$ cat config.mk
export PLATFORM = sky130hd
export DESIGN_NAME = vga_frame_reader
export DESIGN_NICKNAME = d
export VERILOG_FILES = /design/src/rtl/vga_frame_reader.sv
export SDC_FILE = /design/constraint.sdc
export NUM_CORES = 1
export LEC_CHECK = 0
export BUFFER_PORTS_ARGS = -buffer_cell sky130_fd_sc_hd__buf_2
export CAP_MARGIN = 15
export CORE_UTILIZATION = 60
export DETAILED_ROUTE_END_ITERATION = 10
export PLACE_DENSITY = 0.82
export SLEW_MARGIN = 5
export SYNTH_ARGS = -nofsm -noshare
export SYNTH_HDL_FRONTEND = slang
export SYNTH_SLANG_ARGS = --single-unit
$ cat constraint.sdc
create_clock -name clk_i -period 8 [get_ports clk_i]
set_input_delay 1.6 -clock clk_i [delete_from_list [all_inputs] [get_ports clk_i]]
set_output_delay 1.6 -clock clk_i [all_outputs]
set_load 0.005 [all_outputs]
$ cat src/rtl/vga_frame_reader.sv
// Display-side reader for frame buffer 2: 640x480@60 VGA timing with a 2x-replicated
// 320x240 RGB444 fetch. All video outputs lag the raster counters by two clocks.
module vga_frame_reader #(
    parameter int H_ACTIVE  = 640,
    parameter int H_FP      = 16,
    parameter int H_SYNC    = 96,
    parameter int H_BP      = 48,
    parameter int V_ACTIVE  = 480,
    parameter int V_FP      = 10,
    parameter int V_SYNC    = 2,
    parameter int V_BP      = 33,
    parameter int SRC_WIDTH = 320
) (
    input  logic        clk_i,
    input  logic        rst_i,
    input  logic        enable_display,
    output logic [16:0] rdaddr_buf2,
    input  logic [11:0] din_buf2,
    output logic [3:0]  vga_r,
    output logic [3:0]  vga_g,
    output logic [3:0]  vga_b,
    output logic        vga_hsync,
    output logic        vga_vsync,
    output logic        vga_blank_n,
    output logic        frame_start,
    output logic        frame_done
);

    localparam logic [9:0]  H_ACT    = 10'(H_ACTIVE);
    localparam logic [9:0]  V_ACT    = 10'(V_ACTIVE);
    localparam logic [9:0]  H_LAST   = 10'(H_ACTIVE + H_FP + H_SYNC + H_BP - 1);
    localparam logic [9:0]  V_LAST   = 10'(V_ACTIVE + V_FP + V_SYNC + V_BP - 1);
    localparam logic [9:0]  HS_START = 10'(H_ACTIVE + H_FP);
    localparam logic [9:0]  HS_END   = 10'(H_ACTIVE + H_FP + H_SYNC - 1);
    localparam logic [9:0]  VS_START = 10'(V_ACTIVE + V_FP);
    localparam logic [9:0]  VS_END   = 10'(V_ACTIVE + V_FP + V_SYNC - 1);
    localparam logic [16:0] SRC_W    = 17'(SRC_WIDTH);

    typedef enum logic [1:0] {IDLE, WAIT_FRAME, ACTIVE} state_e;

    state_e      state_q;
    logic [9:0]  h_cnt_q, v_cnt_q, h_d, v_d;
    logic [8:0]  col_q, col_d;
    logic [16:0] row_q, row_d, rdaddr_d;
    logic        h_wrap, v_wrap, act0, act_d, disp_d, disp0;
    logic        hs0_n, vs0_n, fs0, fd0;
    logic [4:0]  pipe_q;  // {fd, fs, disp, vsync_n, hsync_n}

    assign h_wrap = (h_cnt_q == H_LAST);
    assign v_wrap = (v_cnt_q == V_LAST);
    assign act0   = (h_cnt_q < H_ACT) && (v_cnt_q < V_ACT);
    assign disp0  = act0 && (state_q == ACTIVE);
    assign hs0_n  = !((h_cnt_q >= HS_START) && (h_cnt_q <= HS_END));
    assign vs0_n  = !((v_cnt_q >= VS_START) && (v_cnt_q <= VS_END));
    assign fs0    = disp0 && (h_cnt_q == '0) && (v_cnt_q == '0);
    assign fd0    = disp0 && (h_cnt_q == H_ACT - 10'd1) && (v_cnt_q == V_ACT - 10'd1);

    // The address register is loaded from next-state values so that rdaddr_buf2
    // lines up with the counters; the buffer's one-clock read fills stage 1.
    always_comb begin
        h_d = h_wrap ? '0 : h_cnt_q + 10'd1;
        v_d = v_cnt_q;
        if (h_wrap) v_d = v_wrap ? '0 : v_cnt_q + 10'd1;

        col_d = col_q;
        if (h_wrap)                    col_d = '0;
        else if (act0 && h_cnt_q[0])   col_d = col_q + 9'd1;

        row_d = row_q;
        if (h_wrap) begin
            if (v_wrap)                                 row_d = '0;
            else if ((v_cnt_q < V_ACT) && v_cnt_q[0])   row_d = row_q + SRC_W;
        end

        // ACTIVE->IDLE only happens where the next pixel is invisible, so only
        // the WAIT_FRAME->ACTIVE step has to be anticipated here.
        act_d  = (h_d < H_ACT) && (v_d < V_ACT);
        disp_d = act_d && ((state_q == ACTIVE) ||
                 ((state_q == WAIT_FRAME) && enable_display && h_wrap && v_wrap));
        rdaddr_d = disp_d ? row_q + 17'(col_d) : '0;
        if (disp_d) rdaddr_d = row_d + 17'(col_d);
    end

    always_ff @(posedge clk_i or negedge rst_i) begin
        if (!rst_i) begin
            state_q <= IDLE;
        end else begin
            case (state_q)
                IDLE:       if (enable_display) state_q <= WAIT_FRAME;
                WAIT_FRAME: if (!enable_display)        state_q <= IDLE;
                            else if (h_wrap && v_wrap)  state_q <= ACTIVE;
                ACTIVE:     if (fd0 && !enable_display) state_q <= IDLE;
                default:    state_q <= IDLE;
            endcase
        end
    end

    always_ff @(posedge clk_i or negedge rst_i) begin
        if (!rst_i) begin
            h_cnt_q     <= '0;
            v_cnt_q     <= '0;
            col_q       <= '0;
            row_q       <= '0;
            rdaddr_buf2 <= '0;
            pipe_q      <= 5'b00011;
            vga_r       <= '0;
            vga_g       <= '0;
            vga_b       <= '0;
            vga_hsync   <= 1'b1;
            vga_vsync   <= 1'b1;
            vga_blank_n <= 1'b0;
            frame_start <= 1'b0;
            frame_done  <= 1'b0;
        end else begin
            h_cnt_q     <= h_d;
            v_cnt_q     <= v_d;
            col_q       <= col_d;
            row_q       <= row_d;
            rdaddr_buf2 <= rdaddr_d;
            pipe_q      <= {fd0, fs0, disp0, vs0_n, hs0_n};
            vga_hsync   <= pipe_q[0];
            vga_vsync   <= pipe_q[1];
            vga_blank_n <= pipe_q[2];
            frame_start <= pipe_q[3];
            frame_done  <= pipe_q[4];
            vga_r       <= pipe_q[2] ? din_buf2[11:8] : 4'h0;
            vga_g       <= pipe_q[2] ? din_buf2[7:4]  : 4'h0;
            vga_b       <= pipe_q[2] ? din_buf2[3:0]  : 4'h0;
        end
    end

endmodule

After elaboration in Yosys (flattened, before gate mapping)
Cells that the tools add are included.

storage, ports and cells
  flip-flop bits (word level) = 87
  input bits = 15
  output and inout port bits = 34
  word-level logic and storage cells = 79

cells by class
  add/subtract/negate cells = 5
  $lt $le $gt $ge = 8
  eq/ne operators = 9
  muxes and demuxes = 17
  reductions and logical operators = 25

operators with widths
  cell                   count
  $mux 17                4
  $eq 10x10->1 const B   3
  $mux 10                3
  $add 10x1->10 const B  2
  $logic_not 10->1       2
  $lt 10x10->1 const B   2
  $lt 10x9->1 const B    2
  $mux 9                 2
  $add 17x9->17          1
  $add 17x9->17 const B  1
  $logic_and 1x1->1      17
  $mux 4                 3
  $eq 10x9->1 const B    1
  $ge 10x10->1 const B   1
  $ge 10x9->1 const B    1
  $le 10x10->1 const B   1
  $le 10x9->1 const B    1
  $add 9x1->9 const B    1
  $mux 2                 4
  $pmux 2 s3             1
  $logic_not 1->1        3
  $ne 3x2->1 const B     1
  $reduce_and 3->1       1
  $eq 2x1->1 const B     1
  5 further kinds        5

Depth between registers and ports, before layout
  depth after elaboration = 8
  depth in mapped cells = 17
  depth with buffers taken out = 16

Worst setup path before layout
Ideal clock, no wire load.

  kind = flip-flop to flip-flop
  from = reg h_cnt_q[0]
  to = reg rdaddr_buf2[11]
  setup time = 0.132 ns
  arrival time = 3.499 ns
  data required time = 7.868 ns
  setup slack = 4.369 ns
  cell stages (with the launch flop) = 14
  path buffers = 1
  period minus slack after synthesis = 3.631 ns
  path through = dfrtp_1 > ha_1 > nand3_1 > or3_1 > or2_2 > buf_2 > and2_1 > ha_1 > and3_1 > a2111oi_0 > o31a_1 > nor3_1 > xnor2_1 > nor2_1

between the ends
  elaborated cells between the ends (all ways) = 19
  classes of those cells = add/sub: 2; order compare: 3; eq/ne: 1; mux: 6; reduce/logical: 7

RTL lines
  element                 RTL line  source
  from (decl)             42        logic [9:0] h_cnt_q, v_cnt_q, h_d, v_d;
  from (signal assigned)  100       h_cnt_q <= '0;
  from (signal assigned)  115       h_cnt_q <= h_d;
  $eq 10x10->1            49        assign h_wrap = (h_cnt_q == H_LAST);
  $mux 17                 70        if (h_wrap) begin
  net row_d[3]            44        logic [16:0] row_q, row_d, rdaddr_d;
  $add 17x9->17           81        if (disp_d) rdaddr_d = row_d + 17'(col_d);
  $mux 17                 81
  net rdaddr_d[11]        44
  to (signal assigned)    119       rdaddr_buf2 <= rdaddr_d;
  to (decl)               17        output logic [16:0] rdaddr_buf2,

The timed path passes the listed nets, and every way through them passes these cells.
A chain may end at the register's enable or synchronous reset.

Worst setup path after layout
Same ends and word-level chain as after synthesis.

==> results.txt <==
Outcome: completed
Sequential area share after synthesis: 52.1%
Worst Hold Launch: pipe_q[4]
Max rail drop VDD: 0.148 mV
Place WS: 3800 ps
Pint: 0.621 mW
Vias in the first global route: 2928
DRT Pass-1 Iters: 4
IO Port Bufs: 48
RSZ-0062 raised after global routing: no
Post-synth EDFFs: 0
P_sw: 0.167 mW
Post-DP Area: 4470 um2
Synth Cell Area: 4190 um2
Combinational power share: 1.7%
CP Data Arrival Time: 4480 ps
Worst Clk Skew: 12.4 ps
Placed Instances: 507
Layout cells sized above 1: 20.0%
GRT Total Usage: 23.6%
Largest cells by area after synthesis: dfrtp_1 (50%), ha_1 (4.8%), nor2_1 (3.8%)
Post-synth top flop: dfrtp_1
Clk slew on worst S/H paths: 90 ps
Net Sw Frac: 21.2%
PwrDens: 167 nW/um2
Minimum clock period: 4240 ps
First-pass GRT wire length: 13.4 mm
Diodes inserted: 0
Post-synth net total: 423
Dominant cell type by area after synthesis: dfrtp_1
Worst-path fanout max: 13
Max-Cap Viols: 0
I/O pin count: 49
Antenna viol nets, final: 0
Worst Setup Start Kind: register
Die footprint: 7320 um2
CP startpoint: h_cnt_q[0]
Clock Latency Late Sink: 360 ps
Worst path required time: 8230 ps
Netlist cell types: 57
Most frequent cells in the layout: dfrtp_1 (83), buf_2 (47), nor2_1 (42)
Reg2reg end: rdaddr_buf2[11]
Multi-input combinational cell area: 1890 um2
Asr flop ratio synth: 100%
Register area: 2180 um2
CTS buffer count: 9
Hold Path Depth: 0
R2r startpoint: h_cnt_q[0]
Seq cells post-synth: 87
Hold Crit Class: register to register
Reg2reg setup slack: 3760 ps
Height of the die: 85.5 um
Power share of the clock group: 42.5%
Power share of the sequential group: 55.8%
Vias: 3033
Clock tree from TritonCTS: done
Largest net degree at the start of global routing: 88
Final Instance Area: 4720 um2
Most common cell after layout, fill and taps aside: dfrtp_1
Total congestion overflow: 0
Syn_area_per_cell: 10.7 um2
Post-DP HPWL: 5.73 mm
Fmax: 236 MHz
Hold buffers post-CTS: 0
H-tree depth: 3
Postcts setup bufs: 0
Starting Density: 62.0%
Max transition margin: 41.0%
Final #Nets: 471
Initial drt markers: 146
CTS Buffer Depth: 2
CTS root buffer: clkbuf_8
Drt drc: 0
# setup viols final: 0
Max Slew Vio Count: 0
TNS Setup: 0 ps
FILL cells: 511
Total wire length: 8.16 mm
Rows: 30
Top-area cell type share of the netlist area: 49.6%
Hold Fails Final Rpt: 0
Synth-to-layout area growth: 12.6%
P_leak: 2.28 nW
Clk sinks: 87
Gate Count Post-Synth: 391
Fin cells: 524
Post-CTS Resized: 0
R2R depth: 12
PnR worst setup slack: 3760 ps
Average wire per standard cell: 15.6 um
Ys Warns: 0
Initial antenna violation count: 0
CP endpoint kind: register
Vias per cell: 5.79
DIE WIDTH: 85.5 um
End of the worst hold path: frame_done
GPL Wtd Cong: 0.884
Least-Margin Pin Slew: 882 ps
Core Region: 6760 um2
Post-route total power: 0.788 mW
Tcrit/Tclk final: 53.0%
CP Class: register to register
[worst max-delay path, cell delays in order (launching register included)]
cell and delay [ps]:
dfrtp_1 430, ha_1 270, nand3_1 190, or3_1 500, nor2_1 710, nor2_1 190
ha_1 280, or3_1 310, a2111oi_0 610, o31a_1 330, nor3_1 80, xnor2_1 170
nor2_1 50
[through the flow]
step	hold WS [ps]	utilization (%)
4_1_cts	353	69.4
2_1_floorplan	331	-
5_1_grt	361	69.8
6_report	352	69.8
3_3_place_gp	332	66.1
3_5_place_dp	336	66.1
[cells by family after synthesis]
group / synth area share [%]
and+or+nand+nor: 23.4
DFF: 52.1
AOI/OAI and AO/OA: 8.55
xor gates and xnor gates: 6.69
buffers and inverters: 2.72
adders and majority gates: 5.26
muxes: 1.25
[metal layers]
layer	vias up	track usage, %	part of all wire (%)
li1	1463	-	-
met1	1475	32.0	46
met2	83	37.5	48
met3	12	3.56	4.2
met4	0	11.5	2.0
met5	-	0	0
[synth_stat cells, types with 2 or more instances]
| cell type | instances |
|---|---|
| dfrtp_1 | 83 |
| nor2_1 | 42 |
| and2_1 | 21 |
| nand2_1 | 20 |
| xor2_1 | 17 |
| ha_1 | 16 |
| nand3_1 | 16 |
| xnor2_1 | 15 |
| nand4_1 | 13 |
| inv_1 | 12 |
| nor3_1 | 10 |
| o21ai_0 | 9 |
| a21oi_1 | 8 |
| and3_1 | 8 |
| clkbuf_1 | 7 |
| nor2b_1 | 6 |
| nor4_1 | 6 |
| o211ai_1 | 6 |
| o21a_1 | 5 |
| or2_2 | 5 |
| or3_1 | 5 |
| and4_1 | 4 |
| dfstp_2 | 4 |
| o31ai_1 | 4 |
| buf_2 | 3 |
| mux2i_1 | 3 |
| a2111oi_0 | 2 |
| a21o_1 | 2 |
| a21oi_2 | 2 |
| buf_6 | 2 |
| mux2_2 | 2 |
| nand2b_1 | 2 |
| nand3b_1 | 2 |
| nor4b_1 | 2 |
| o21ai_1 | 2 |
| o41ai_1 | 2 |
| or3_2 | 2 |
| or4_1 | 2 |
[power by group through the flow]
stage	logic [mW]	clock network [mW]	registers, mW
2_1_floorplan	0.000428	0	0.449
3_3_place_gp	0.0121	0	0.449
5_1_grt	0.0157	0.357	0.440
6_report	0.0132	0.335	0.440
4_1_cts	0.0123	0.340	0.440
3_5_place_dp	0.0124	0	0.449
[flip-flops by register name, indices dropped and copies added, names as in the netlist]
| signal | flops |
|---|---|
| row_q | 17 |
| frame_start | 1 |
| vga_vsync | 1 |
| vga_hsync | 1 |
| h_cnt_q | 10 |
| frame_done | 1 |
| vga_b | 4 |
| v_cnt_q | 10 |
| rdaddr_buf2 | 17 |
| vga_blank_n | 1 |
| vga_g | 4 |
| state_q | 2 |
| vga_r | 4 |
| col_q | 9 |
| pipe_q | 5 |
[how the worst max path moves through the flow]
stage	endpoint	depth (start not counted)
3_5_place_dp	rdaddr_buf2[11]	12
6_report	rdaddr_buf2[11]	12
4_1_cts	rdaddr_buf2[11]	12
5_1_grt	rdaddr_buf2[11]	12
3_3_place_gp	rdaddr_buf2[11]	12
2_1_floorplan	rdaddr_buf2[11]	13
[final cells by class]
cell class / count / area share [%]
clock buffers: 10 / 2.71
repair buffers: 50 / 5.89
well taps: 80 / 2.12
inverters: 12 / 0.955
flip-flops and latches: 87 / 46.3
multi-input cells: 279 / 40.1
clock inverters: 6 / 1.96
(Power assumes the default switching activity.)
